### src/rtl/pipelined_control_unit_if.sv
// Control-unit bundle: ID-stage opcode and hazard inputs, staged control outputs
// and halt status. The core side drives as master; the control unit is the slave.
interface pipelined_control_unit_if;
  logic [6:0] Opcode;
  logic       stall;
  logic       flush;
  logic       ex_ALUSrc;
  logic [1:0] ex_ALUOp;
  logic       ex_Branch;
  logic       ex_Jump;
  logic       ex_illegal;
  logic       mem_MemRead;
  logic       mem_MemWrite;
  logic       wb_RegWrite;
  logic       wb_MemtoReg;
  logic       pc_hold;
  logic       halt;

  modport master (
    output Opcode, stall, flush,
    input  ex_ALUSrc, ex_ALUOp, ex_Branch, ex_Jump, ex_illegal,
    input  mem_MemRead, mem_MemWrite, wb_RegWrite, wb_MemtoReg,
    input  pc_hold, halt
  );

  modport slave (
    input  Opcode, stall, flush,
    output ex_ALUSrc, ex_ALUOp, ex_Branch, ex_Jump, ex_illegal,
    output mem_MemRead, mem_MemWrite, wb_RegWrite, wb_MemtoReg,
    output pc_hold, halt
  );
endinterface

### src/rtl/pipelined_control_unit.sv
// Pipelined RISC-V control unit: decodes the ID opcode, stages the control word
// through ID/EX, EX/MEM and MEM/WB, and drains the pipeline before halting.
module pipelined_control_unit #(
  parameter int unsigned DRAIN_CYCLES = 3,
  parameter bit          EN_UPPER     = 1'b1,
  parameter logic [6:0]  HALT_OPCODE  = 7'b0000001
) (
  input  logic                     clk,
  input  logic                     reset,
  pipelined_control_unit_if.slave  bus
);

  localparam logic [6:0] OP_R     = 7'b0110011;
  localparam logic [6:0] OP_I     = 7'b0010011;
  localparam logic [6:0] OP_LW    = 7'b0000011;
  localparam logic [6:0] OP_SW    = 7'b0100011;
  localparam logic [6:0] OP_BR    = 7'b1100011;
  localparam logic [6:0] OP_JAL   = 7'b1101111;
  localparam logic [6:0] OP_JALR  = 7'b1100111;
  localparam logic [6:0] OP_LUI   = 7'b0110111;
  localparam logic [6:0] OP_AUIPC = 7'b0010111;
  localparam logic [6:0] OP_NOP   = 7'b0000000;

  localparam logic [3:0] DRAIN_LOAD = 4'(DRAIN_CYCLES - 1);

  typedef struct packed {
    logic       alu_src;
    logic [1:0] alu_op;
    logic       branch;
    logic       jump;
    logic       illegal;
    logic       mem_read;
    logic       mem_write;
    logic       reg_write;
    logic       memto_reg;
    logic       halt;
  } ctrl_t;

  // Later stages only carry the fields they still consume.
  typedef struct packed {
    logic mem_read;
    logic mem_write;
    logic reg_write;
    logic memto_reg;
  } mem_ctrl_t;

  typedef struct packed {
    logic reg_write;
    logic memto_reg;
  } wb_ctrl_t;

  typedef enum logic [1:0] {
    S_RUN    = 2'd0,
    S_DRAIN  = 2'd1,
    S_HALTED = 2'd2
  } state_t;

  ctrl_t     w_dec;
  ctrl_t     r_idex;
  mem_ctrl_t r_exmem;
  wb_ctrl_t  r_memwb;
  state_t    r_state;
  state_t    w_state_nxt;
  logic [3:0] r_cnt;
  logic [3:0] w_cnt_nxt;
  logic      w_bubble;
  logic      w_pc_hold;
  logic      w_halt;

  // NOTE: every combinational output gets a default first so no path infers a latch.
  always_comb begin
    w_dec = '0;
    if (bus.Opcode == HALT_OPCODE) begin
      w_dec.halt = 1'b1;
    end else begin
      unique case (bus.Opcode)
        OP_R: begin
          w_dec.reg_write = 1'b1;
          w_dec.alu_op    = 2'b10;
        end
        OP_I: begin
          w_dec.alu_src   = 1'b1;
          w_dec.reg_write = 1'b1;
          w_dec.alu_op    = 2'b10;
        end
        OP_LW: begin
          w_dec.alu_src   = 1'b1;
          w_dec.memto_reg = 1'b1;
          w_dec.reg_write = 1'b1;
          w_dec.mem_read  = 1'b1;
        end
        OP_SW: begin
          w_dec.alu_src   = 1'b1;
          w_dec.mem_write = 1'b1;
        end
        OP_BR: begin
          w_dec.branch = 1'b1;
          w_dec.alu_op = 2'b01;
        end
        OP_JAL: begin
          w_dec.jump      = 1'b1;
          w_dec.reg_write = 1'b1;
          w_dec.alu_op    = 2'b11;
        end
        OP_JALR: begin
          w_dec.jump      = 1'b1;
          w_dec.reg_write = 1'b1;
          w_dec.alu_src   = 1'b1;
          w_dec.alu_op    = 2'b11;
        end
        OP_LUI, OP_AUIPC: begin
          if (EN_UPPER) begin
            w_dec.alu_src   = 1'b1;
            w_dec.reg_write = 1'b1;
          end else begin
            w_dec.illegal = 1'b1;
          end
        end
        OP_NOP: ;
        default: w_dec.illegal = 1'b1;
      endcase
    end
  end

  // Any hazard, or a halt in progress, replaces the ID instruction with a bubble.
  assign w_bubble = bus.stall | bus.flush | (r_state != S_RUN);

  // NOTE: sequential state uses non-blocking assignments so every register
  // samples pre-edge values and the stages shift in lockstep.
  always_ff @(posedge clk) begin
    if (reset) begin
      r_idex  <= '0;
      r_exmem <= '0;
      r_memwb <= '0;
    end else begin
      r_idex  <= w_bubble ? '0 : w_dec;
      r_exmem <= '{mem_read:  r_idex.mem_read,
                   mem_write: r_idex.mem_write,
                   reg_write: r_idex.reg_write,
                   memto_reg: r_idex.memto_reg};
      r_memwb <= '{reg_write: r_exmem.reg_write,
                   memto_reg: r_exmem.memto_reg};
    end
  end

  always_ff @(posedge clk) begin
    if (reset) begin
      r_state <= S_RUN;
      r_cnt   <= 4'd0;
    end else begin
      r_state <= w_state_nxt;
      r_cnt   <= w_cnt_nxt;
    end
  end

  always_comb begin
    w_state_nxt = r_state;
    w_cnt_nxt   = r_cnt;
    unique case (r_state)
      S_RUN: begin
        if (r_idex.halt) begin
          w_state_nxt = S_DRAIN;
          w_cnt_nxt   = DRAIN_LOAD;
        end
      end
      S_DRAIN: begin
        if (r_cnt == 4'd0) begin
          w_state_nxt = S_HALTED;
        end else begin
          w_cnt_nxt = r_cnt - 4'd1;
        end
      end
      S_HALTED: ;
      default: w_state_nxt = S_RUN;
    endcase
  end

  always_comb begin
    w_pc_hold = 1'b0;
    w_halt    = 1'b0;
    unique case (r_state)
      S_RUN: ;
      S_DRAIN:  w_pc_hold = 1'b1;
      S_HALTED: begin
        w_pc_hold = 1'b1;
        w_halt    = 1'b1;
      end
      default: ;
    endcase
  end

  assign bus.ex_ALUSrc    = r_idex.alu_src;
  assign bus.ex_ALUOp     = r_idex.alu_op;
  assign bus.ex_Branch    = r_idex.branch;
  assign bus.ex_Jump      = r_idex.jump;
  assign bus.ex_illegal   = r_idex.illegal;
  assign bus.mem_MemRead  = r_exmem.mem_read;
  assign bus.mem_MemWrite = r_exmem.mem_write;
  assign bus.wb_RegWrite  = r_memwb.reg_write;
  assign bus.wb_MemtoReg  = r_memwb.memto_reg;
  assign bus.pc_hold      = w_pc_hold;
  assign bus.halt         = w_halt;

endmodule
### src/flat_wrapper.sv
// flat-port wrapper written by rule: the top's interface ports become plain ports
module pipelined_control_unit_flat 
#(
  parameter int unsigned DRAIN_CYCLES = 3,
  parameter bit          EN_UPPER     = 1'b1,
  parameter logic [6:0]  HALT_OPCODE  = 7'b0000001
)
  (clk, reset, bus_Opcode, bus_stall, bus_flush, bus_ex_ALUSrc, bus_ex_ALUOp, bus_ex_Branch, bus_ex_Jump, bus_ex_illegal, bus_mem_MemRead, bus_mem_MemWrite, bus_wb_RegWrite, bus_wb_MemtoReg, bus_pc_hold, bus_halt);
  pipelined_control_unit_if bus_i ();
  input  logic clk;
  input  logic reset;
  input wire logic [$bits(bus_i.Opcode)-1:0] bus_Opcode;
  input wire logic [$bits(bus_i.stall)-1:0] bus_stall;
  input wire logic [$bits(bus_i.flush)-1:0] bus_flush;
  output wire logic [$bits(bus_i.ex_ALUSrc)-1:0] bus_ex_ALUSrc;
  output wire logic [$bits(bus_i.ex_ALUOp)-1:0] bus_ex_ALUOp;
  output wire logic [$bits(bus_i.ex_Branch)-1:0] bus_ex_Branch;
  output wire logic [$bits(bus_i.ex_Jump)-1:0] bus_ex_Jump;
  output wire logic [$bits(bus_i.ex_illegal)-1:0] bus_ex_illegal;
  output wire logic [$bits(bus_i.mem_MemRead)-1:0] bus_mem_MemRead;
  output wire logic [$bits(bus_i.mem_MemWrite)-1:0] bus_mem_MemWrite;
  output wire logic [$bits(bus_i.wb_RegWrite)-1:0] bus_wb_RegWrite;
  output wire logic [$bits(bus_i.wb_MemtoReg)-1:0] bus_wb_MemtoReg;
  output wire logic [$bits(bus_i.pc_hold)-1:0] bus_pc_hold;
  output wire logic [$bits(bus_i.halt)-1:0] bus_halt;
  assign bus_i.Opcode = bus_Opcode;
  assign bus_i.stall = bus_stall;
  assign bus_i.flush = bus_flush;
  assign bus_ex_ALUSrc = bus_i.ex_ALUSrc;
  assign bus_ex_ALUOp = bus_i.ex_ALUOp;
  assign bus_ex_Branch = bus_i.ex_Branch;
  assign bus_ex_Jump = bus_i.ex_Jump;
  assign bus_ex_illegal = bus_i.ex_illegal;
  assign bus_mem_MemRead = bus_i.mem_MemRead;
  assign bus_mem_MemWrite = bus_i.mem_MemWrite;
  assign bus_wb_RegWrite = bus_i.wb_RegWrite;
  assign bus_wb_MemtoReg = bus_i.wb_MemtoReg;
  assign bus_pc_hold = bus_i.pc_hold;
  assign bus_halt = bus_i.halt;
  pipelined_control_unit #(.DRAIN_CYCLES(DRAIN_CYCLES), .EN_UPPER(EN_UPPER), .HALT_OPCODE(HALT_OPCODE)) u_core (.clk(clk), .reset(reset), .bus(bus_i));
endmodule
### config.mk
export PLATFORM = sky130hd
export DESIGN_NAME = pipelined_control_unit_flat
export DESIGN_NICKNAME = d
export VERILOG_FILES = /design/src/rtl/pipelined_control_unit_if.sv /design/src/rtl/pipelined_control_unit.sv /design/src/flat_wrapper.sv
export SDC_FILE = /design/constraint.sdc
export NUM_CORES = 1
export LEC_CHECK = 0
export BUFFER_PORTS_ARGS = -buffer_cell sky130_fd_sc_hd__buf_2
export CORE_ASPECT_RATIO = 1.25
export CORE_UTILIZATION = 30
export DETAILED_ROUTE_END_ITERATION = 8
export SLEW_MARGIN = 40
export SYNTH_ARGS = -nofsm -noshare
export SYNTH_HDL_FRONTEND = slang
export SYNTH_SLANG_ARGS = --single-unit
### constraint.sdc
create_clock -name clk -period 3.82 [get_ports clk]
set_input_delay 0.191 -clock clk [delete_from_list [all_inputs] [get_ports clk]]
set_output_delay 0.191 -clock clk [all_outputs]
set_load 0.02 [all_outputs]
# == Yosys cells after proc, flatten, opt, wreduce, memory -nomap -nowiden ==
# Index checks and enable logic that the tools add are counted.
# op_classes
addsub,1
muxes,17
eq_ne,15
n_bitwise,3
reduce_logical,15
# ops
cell,n
"equality test 7 x 6 -> 1 bit, second input constant",3
"equality test 7 bit, second input constant",3
"equality test 7 x 5 -> 1 bit, second input constant",2
one-hot mux 2 bit (3 select lines),2
two-way mux 1 bit,10
OR reduction 10 bit,1
two-way mux 4 bit,2
one-hot mux 4 bit (2 select lines),1
OR reduction 2 bit,4
"equality test 7 x 1 -> 1 bit, second input constant",1
"equality test 7 x 2 -> 1 bit, second input constant",1
zero test 7 bit,1
OR reduction 7 bit,1
AND reduction 3 bit,2
OR reduction 6 bit,1
zero test 4 bit,1
two-way mux 2 bit,2
"inequality test 2 x 1 -> 1 bit, second input constant",2
nonzero test 2 bit,2
"subtractor 4 x 1 -> 4 bit, second input constant",1
OR reduction 3 bit,1
"equality test 2 x 1 -> 1 bit, second input constant",1
"equality test 2 bit, second input constant",1
zero test 2 bit,1
3 further kinds,4
# word_totals
register_bits,21
output_inout_bits,12
inputBits,11
word_cells,67

# == Depth between registers and ports, before layout ==
# Gate-level depths: netlist of the first run.
# depth
word_depth,3
mapped_depth,6
depth_no_buf,6

# == Least setup slack after synthesis of the first run ==
# OpenSTA, ideal clock, no wires.
# synth_timing
path_type,register -> register
from,register u_core.r_state[0]
to,register u_core.r_idex[1] in the netlist's numbering
t_arrival_ps,1515
path_slack_ps,2232
n_path_buf,0
stages_incl_launch_ff,7
setup_time_ps,73
synth_period_minus_slack_ps,1588
required_ps,3747
path_cell_list,dfxtp_1 > inv_1 > ha_1 > or4b_4 > a41o_1 > nand2b_4 > nor3_2
# synth_via
elab_chain_len,3
# synth_rtl
item,line,text
start: declaration,pipelined_control_unit.sv:62,state_t r_state;
start signal: assignment,pipelined_control_unit.sv:151,r_state <= w_state_nxt;
nonzero test 2 bit,pipelined_control_unit.sv:126,assign w_bubble = bus.stall | bus.flush | (r_state != S_RUN);
OR 1 bit,pipelined_control_unit.sv:126,
OR reduction 3 bit (no line),--,
end signal: assignment,pipelined_control_unit.sv:136,r_idex <= w_bubble ? '0 : w_dec;
end: declaration,pipelined_control_unit.sv:59,ctrl_t r_idex;
# Every way passes these cells.
# A chain may end at the register's enable or synchronous reset.

# == Worst setup path after layout of the first run ==
# Ends and elaborated chain as after synthesis.

==> results.cfg, run 1 <==
[global_route]
grt_first_pass_wirelength_um = 3090
grt_overflow = 0
globalRouteTotalUtil = 0.120
antenna_found_initial = 0
grt_pass1_vias = 754
grt_max_degree = 13

[timing]
report.final.hold_viol_count = 0
drv_slew = 0
clock_skew_ns = 0.00618
finalCriticalPeriod_ns = 1.81
min_period_over_period = 0.474
max_freq_ghz = 0.553
worst_slew_pin_slew_ns = 0.434
relSlewSlack = 0.708
rsz0062_at_grt = false
setup-tns-final_ns = 0
setup_viol = 0

[clocking]
postCtsResizedCells = 0
worstSkewPairLatency_ns = 0.30
clk_pin_slew_ns = 0.12
htree_levels = 1
cts_setup_buffers = 0
cts_sinks = 21
cts-root-buf = clkbuf_4
hold_buffers = 0
clock_path_buffers = 2
numCtsBuffers = 3
cts_tree = done

[floorplan]
dieArea_um2 = 3390
die_x_um = 52.3
die_y_um = 64.9
ios = 23
start_util = 0.319
core_um2 = 2970
core.rowCount = 22

[job]
cap_violations = 0

[drt]
wl_per_cell_um = 11.2
dr.first_iter.drc_count = 15
drt-total-wl_um = 1790
ant_nets = 0
drc = 0
drt-pass1-iter-count = 4
viasPerCell = 4.94
vias = 791

[power_and_ir_drop]
p_per_area_nw_per_um2 = 549
power_frac_seq = 0.412
power.switching_uw = 230
p_comb_frac = 0.412
clkPwrFrac = 0.176
power_uw = 604
switching_share = 0.381
p_leak_nw = 0.454
p_int_uw = 374
ir_drop_mv = 0.189

[logic_synthesis]
yosysTopAreaCell = dfxtp_1
syn-num-nets = 119
netlist_area_um2 = 948
async_flop_share = 0
synth.distinct_cells = 35
syn_avg_cell_area_um2 = 9.21
synth.top_cells.by_count = dfxtp_1, nor2_1, nor3_1
synth-main-ff-cell = dfxtp_1
yosys_warnings = 0
synth_edf_count = 0
synth_seq_cells = 21
synthTopCellsByArea = dfxtp_1, ha_1, nor2_1, nor3_1, nor2b_1
synth.most_common_cell = dfxtp_1
syn-instance-count = 103
yosysSeqAreaShare = 0.443
yosysTopAreaCellShare = 0.443

[status]
outcome = complete, no violations

[placed_design]
gp_congestion = 0.835
numPortBuffers = 22
dp_hpwl_um = 1340

[worst_setup_path]
worstPathRequired_ns = 4.05
end_kind = flop
cp.arrival_ns = 2.04
worstSetupPathType = reg -> reg
crit_path_max_fanout = 5
crit_path_start_kind = flop

[cells_and_area]
num_antenna_cells = 0
area_delta_synth_final_pct = 16.1
layout.nets = 141
drive_above_1_share = 0.250

[worst_hold_path]
hp-class = in -> reg
area by class of cell:
class	count	area, um2
fillers	330	1870
inverters	6	22.5
clock buffers	3	22.5
well taps	36	45.0
clock inverters	1	5.00
repair buffers	22	110
flip-flops and latches	21	420
multi-input cells	71	475
stage by stage:
step                setup WS [ns]  hold WS, ns   util  area (um2)  cells
floorplan                    2.23        0.259      -         948    103
global placement             2.10        0.421  0.361        1070    156
detailed placement           2.05        0.424  0.361        1070    156
CTS                          2.00        0.101  0.370        1100    160
global route                 1.92       0.0843  0.370        1100    160
finish                       2.01        0.115  0.370        1100    160
metal layers:
| metal | up-vias | wire [um] | share of wire | track usage |
|---|---|---|---|---|
| met5 | - | 0 | 0 | 0 |
| met1 | 362 | 793 | 0.44 | 0.130 |
| li1 | 403 | - | - | - |
| met4 | 0 | 19 | 0.011 | 0.0395 |
| met2 | 24 | 874 | 0.49 | 0.223 |
| met3 | 2 | 100 | 0.056 | 0.0211 |
layout by cell type, fill, tap and decap left out, drive strengths merged, types with 2 or more instances in the layout:
| cell type | instances |
|---|---|
| a211oi | 2 |
| a21oi | 5 |
| buf | 22 |
| clkbuf | 3 |
| dfxtp | 21 |
| ha | 5 |
| inv | 6 |
| mux2i | 2 |
| nand2 | 4 |
| nand2b | 2 |
| nand3b | 2 |
| nand4 | 2 |
| nor2 | 14 |
| nor2b | 5 |
| nor3 | 9 |
| nor3b | 2 |
| o21ai | 2 |
| o31a | 2 |
worst paths after layout:
kind / slack (ns) / endpoint / depth (start not counted) / from
max reg2reg: 2.01 / u_core.r_idex[1] / 6 / u_core.r_state[0]
max: 2.01 / u_core.r_idex[1] / 6 / u_core.r_state[0]
min: 0.11 / u_core.r_idex[1] / 2 / bus_Opcode[5]
min reg2reg: 0.45 / u_core.bus.wb_RegWrite / 1 / u_core.r_exmem[1]
state kept, by name (all words and copies together) (netlist names):
signal                   count
u_core.bus.ex_ALUOp          2
u_core.bus.ex_ALUSrc         1
u_core.bus.ex_Branch         1
u_core.bus.ex_Jump           1
u_core.bus.ex_illegal        1
u_core.bus.mem_MemRead       1
u_core.bus.mem_MemWrite      1
u_core.bus.wb_MemtoReg       1
u_core.bus.wb_RegWrite       1
u_core.r_cnt                 4
u_core.r_exmem               1
u_core.r_idex                4
u_core.r_state               2
critical path: stages, from the launching register on:
cell and delay (ns):
dfxtp_1 0.35, inv_1 0.10, ha_1 0.21, or4b_4 0.52, a41o_1 0.28, nand2b_4 0.16
nor3_2 0.11
power groups by stage:
stage          clock (mW)  combinational [mW]  sequential, mW
2_1_floorplan           0               0.193           0.253
3_3_place_gp            0               0.242           0.253
3_5_place_dp            0               0.248           0.254
4_1_cts             0.113               0.249           0.249
5_1_grt             0.126               0.273           0.251
6_report            0.106               0.249           0.249
cell families after synthesis:
family                   Yosys count  share of synthesized area
multiplexers                       2                     0.0211
AND/OR/NAND/NOR                   47                      0.286
buffers and inverters             11                     0.0554
flip-flops                        21                      0.443
adder cells (fa/ha/maj)            5                     0.0660
AO/OA/AOI/OAI                     17                      0.128
(Power assumes the default switching activity.)
==> inputs of run 2 (changes only) <==
clock period = 1.6 ns   (was 3.82 ns; I/O delays follow)
==> run 2 against run 1 <==
Against the previous run:
- the flow now finishes with violations (negative setup slack)
- die area is the same
- global-route usage rose by 0.59 points
- worst setup slack worse by 2.0 ns
- wire length rose by 13%
- clock skew down 0.00095 ns
- via count rose by 8.2%
- largest power group is now combinational cells
==> results.cfg, run 2 (synthesis gave the netlist of run 1 again) <==
[floorplan]
die_x_um = 52.3
core.rowCount = 22
ios = 23
start_util = 0.319
core_um2 = 2970
die_y_um = 64.9
dieArea_um2 = 3390

[clocking]
cts-root-buf = clkbuf_4
clock_path_buffers = 2
clk_pin_slew_ns = 0.12
cts_sinks = 21
numCtsBuffers = 3
htree_levels = 1
cts_tree = done
worstSkewPairLatency_ns = 0.30

[worst_setup_path]
crit_start = u_core.r_state[1]
cp.arrival_ns = 1.85
r2r_start = u_core.r_state[1]
crit_path_start_kind = flop
worstSetupPathType = reg -> reg
reg2reg_depth = 6
end_kind = flop
crit_path_max_fanout = 4
worstPathRequired_ns = 1.84

[cells_and_area]
biggestRegsByFlops = u_core.r_cnt x4, u_core.r_idex x4
fin_cells = 174
final_area_um2 = 1250
num_antenna_cells = 0
layout.nets = 155
layout_common_cells = buf_2, dfxtp_1, nor2_1, buf_4, nor3_1
area_delta_synth_final_pct = 31.4
final_common_cell = buf_2
drive_above_1_share = 0.413

[drt]
vias = 856
wl_per_cell_um = 11.6
highest_layer = met4
dr.first_iter.drc_count = 13
wl_met2_um = 1030
drt-total-wl_um = 2020
drc = 0
ant_nets = 0
drt-pass1-iter-count = 4
viasPerCell = 4.92
wl_met1_um = 866
dr_wl_met3_um = 89

[power_and_ir_drop]
p_per_area_nw_per_um2 = 1390
ir_drop_mv = 0.580
p_leak_nw = 0.526

[timing]
clock_skew_ns = 0.00523
relSlewSlack = 0.724
min_period_over_period = 1.01
finalCriticalPeriod_ns = 1.61
max_freq_ghz = 0.621
drv_slew = 0
rsz0062_at_grt = true
report.final.hold_viol_count = 0
postLayoutSetupSlackWorst_ns = -0.0114
setup_viol = 1
setup-tns-final_ns = -0.0114
worst_slew_pin_slew_ns = 0.411

[worst_hold_path]
hp-class = in -> reg
min_from = bus_Opcode[4]
worstHoldPathCells = 2

[status]
violations = negative setup slack
outcome = finished, violations left

[global_route]
globalRouteTotalUtil = 0.125
grt_max_degree = 13
grt_overflow = 0
grt_pass1_vias = 805
grt_first_pass_wirelength_um = 3270
antenna_found_initial = 0

[placed_design]
placed_area_um2 = 1160
dp_slack_ns = -0.0544
numPortBuffers = 22
dp_cells = 167
dp_hpwl_um = 1450
gp_congestion = 0.879

[job]
cap_violations = 0
## run 2: cell count changes in the layout (fill, tap and decap cells not counted), sizes merged
cell,previous run,this run
dlygate4sd3,0,1
buf,22,35
## run 2: layout make-up
class | instances | area (um2)
inverters | 6 | 22.5
clock inverters | 1 | 5.00
multi-input cells | 71 | 509
repair buffers | 36 | 218
fillers | 307 | 1730
well taps | 36 | 45.0
flip-flops and latches | 21 | 424
clock buffers | 3 | 22.5
## run 2: through the flow
| stage | total power, mW | hold WS (ns) | util |
|---|---|---|---|
| 2_1_floorplan | 1.07 | 0.148 | - |
| 3_3_place_gp | 1.35 | 0.305 | 0.389 |
| 3_5_place_dp | 1.38 | 0.317 | 0.389 |
| 4_1_cts | 1.68 | -0.00294 | 0.411 |
| 5_1_grt | 1.87 | 0.0140 | 0.419 |
| 6_report | 1.74 | 0.00724 | 0.419 |
## run 2: what timing repair did
action	CTS	global route
pin swaps	1	3
hold endpoints to repair	1	0
buffers inserted	1	1
setup endpoints to repair	3	7
gates resized for setup	7	7
hold buffers	1	0
## run 2: critical path: stages (launching register included)
cell,delay [ns]
dfxtp_2,0.34
inv_2,0.07
ha_4,0.14
or4b_4,0.49
a41o_1,0.27
nand2b_4,0.15
nor3_2,0.09
## run 2: power breakdown
part	internal, mW	switching [mW]
Clock	0.0932	0.158
Sequential	0.573	0.0266
Combinational	0.447	0.440
Total	1.11	0.625
## run 2: path summary, 6_finish.rpt
check	to	slack, ns
setup / recovery	u_core.r_idex[1]	-0.01
setup reg to reg	u_core.r_idex[1]	-0.01
hold / removal	u_core.r_idex[1]	0.007
hold reg to reg	u_core.bus.wb_RegWrite	0.45
## run 2: per-layer routing
layer,global-route usage,up-vias
met4,0.0493,0
met3,0.0211,4
met2,0.223,30
li1,-,430
met5,0,-
met1,0.143,392
==> inputs of run 3 (changes only) <==
REMOVE_ABC_BUFFERS = 1   (was unset)
==> run 3 against run 2 <==
Against the previous run:
- cell count is 1.1% higher
- the flow still finishes with violations (negative setup slack)
- power grew 6.1%
- clock power hardly changed
- critical path type unchanged
- non-clock buffer count increased by 2
- wire length down 1.0%
- sequential power shrank 0.8%
- combinational power up 12%
- clock skew up 0.0062 ns
- critical endpoint unchanged
- via count fell by 1.2%
==> results.cfg, run 3 (synthesis gave the netlist of run 1 again) <==
[timing]
min_period_over_period = 1.00
setup_viol = 2
relSlewSlack = 0.718
rsz0062_at_grt = true
postLayoutSetupSlackWorst_ns = -0.00734
holdWs_ns = 0.0234
clock_skew_ns = 0.0114
drv_slew = 0
max_freq_ghz = 0.622
worst_slew_pin_slew_ns = 0.419
finalCriticalPeriod_ns = 1.61
report.final.hold_viol_count = 0

[worst_setup_path]
cpMaxStageDelayCell = or4b_4
crit_path_start_kind = flop
worstSetupPathType = reg -> reg
slowest_delay_ns = 0.47
worstPathCellList = inv_2 -> ha_4 -> or4b_4 -> a41o_1 -> nand2b_4 -> nor3_2
r2r_start = u_core.r_state[1]
r2r_slack_ns = -0.007
reg2reg_depth = 6
end_kind = flop
crit_path_max_fanout = 4
worstPathRequired_ns = 1.83
critPathCapture = u_core.r_idex[1]
crit_start = u_core.r_state[1]
cp.arrival_ns = 1.84
r2r-end = u_core.r_idex[1]

[global_route]
grt_overflow = 0
antenna_found_initial = 0
globalRouteTotalUtil = 0.133
grt_first_pass_wirelength_um = 3390
grt_max_degree = 12
grt_pass1_vias = 814

[cells_and_area]
biggestRegsByFlops = u_core.r_cnt x4, u_core.r_idex x4
layout_common_cells = buf_2, dfxtp_1, buf_4, nor2_1, nor3_1
fin_cells = 176
final_common_cell = buf_2
layout.nets = 157
area_delta_synth_final_pct = 35.2
drive_above_1_share = 0.421
num_antenna_cells = 0

[clocking]
clk_pin_slew_ns = 0.12
cts_sinks = 21
htree_levels = 1
worstSkewPairLatency_ns = 0.30
clock_path_buffers = 2
cts-root-buf = clkbuf_4
cts_tree = done
numCtsBuffers = 3

[status]
outcome = finished, violations left
violations = negative setup slack

[power_and_ir_drop]
switching_share = 0.359
p_leak_nw = 0.533
p_comb_frac = 0.541
ir_drop_mv = 0.807
clkPwrFrac = 0.137
power.switching_uw = 662
p_int_mw = 1.18
p_per_area_nw_per_um2 = 1440
power_frac_seq = 0.322
power_mw = 1.84

[floorplan]
start_util = 0.319
dieArea_um2 = 3390
die_y_um = 64.9
core.rowCount = 22
die_x_um = 52.3
ios = 23
core_um2 = 2970

[drt]
vias = 846
drc = 0
wl_per_cell_um = 11.4
drt-pass1-iter-count = 4
dr.first_iter.drc_count = 18
viasPerCell = 4.81
ant_nets = 0
drt-total-wl_um = 2000

[job]
cap_violations = 0

[placed_design]
numPortBuffers = 22
gp_congestion = 0.743
dp_cells = 168
dp_hpwl_um = 1470

[worst_hold_path]
hp-class = in -> reg
[run 3: per-layer routing]
metal	track usage	up-vias	routed length (um)
li1	-	434	-
met1	0.160	386	892
met2	0.229	22	987
met3	0.0282	4	93
met4	0.0395	0	27
met5	0	-	0
[run 3: final cells by class]
cell class / instances / area [um2]
fillers: 315 / 1690
multi-input cells: 71 / 533
flip-flops and latches: 21 / 423
repair buffers: 38 / 233
well taps: 36 / 45.0
clock buffers: 4 / 26.3
inverters: 6 / 22.5
[run 3: stage by stage]
step / utilization / setup WS [ns] / TNS, ns / area, um2
finish: 0.431 / -0.00734 / -0.00826 / 1280
detailed placement: 0.391 / -0.0303 / -0.0388 / 1160
global route: 0.431 / -0.0790 / -0.185 / 1280
global placement: 0.391 / -0.00271 / -0.00271 / 1160
CTS: 0.415 / 0.00281 / 0 / 1230
floorplan: - / 0.0124 / 0 / 918
[run 3: worst min path at each step]
| stage | startpoint | to | slack [ns] | cells past startpoint |
|---|---|---|---|---|
| 4_1_cts | bus_Opcode[4] | u_core.r_idex[1] | 0.009 | 2 |
| 3_3_place_gp | bus_Opcode[5] | u_core.r_idex[1] | 0.31 | 2 |
| 5_1_grt | bus_Opcode[4] | u_core.r_idex[1] | 0.03 | 2 |
| 2_1_floorplan | bus_Opcode[4] | u_core.r_idex[1] | 0.15 | 1 |
| 3_5_place_dp | bus_Opcode[5] | u_core.r_idex[1] | 0.32 | 2 |
| 6_report | bus_Opcode[4] | u_core.r_idex[1] | 0.02 | 2 |
[run 3: repair_timing]
action | CTS | global route
pin swaps | 3 | 3
endpoints found under the setup margin | 4 | 7
gates resized for setup | 7 | 11
gates cloned | 0 | 0
buffers inserted | 2 | 1
hold buffers | 1 | 0
endpoints found under the hold margin | 1 | 0
[run 3: power groups by stage]
stage,sequential (mW),combinational (mW),clock [mW]
5_1_grt,0.600,1.11,0.285
2_1_floorplan,0.604,0.454,0
3_5_place_dp,0.595,0.797,0
6_report,0.594,0.997,0.252
3_3_place_gp,0.593,0.776,0
4_1_cts,0.591,0.878,0.262
[run 3: critical path, delay by kind of cell, from the launching register on]
kind	cells	cell delay, ns
adder cells (fa/ha/maj)	1	0.13
AND/OR/NAND/NOR	3	0.73
AO/OA/AOI/OAI	1	0.27
buffers and inverters	1	0.07
flip-flops	1	0.35
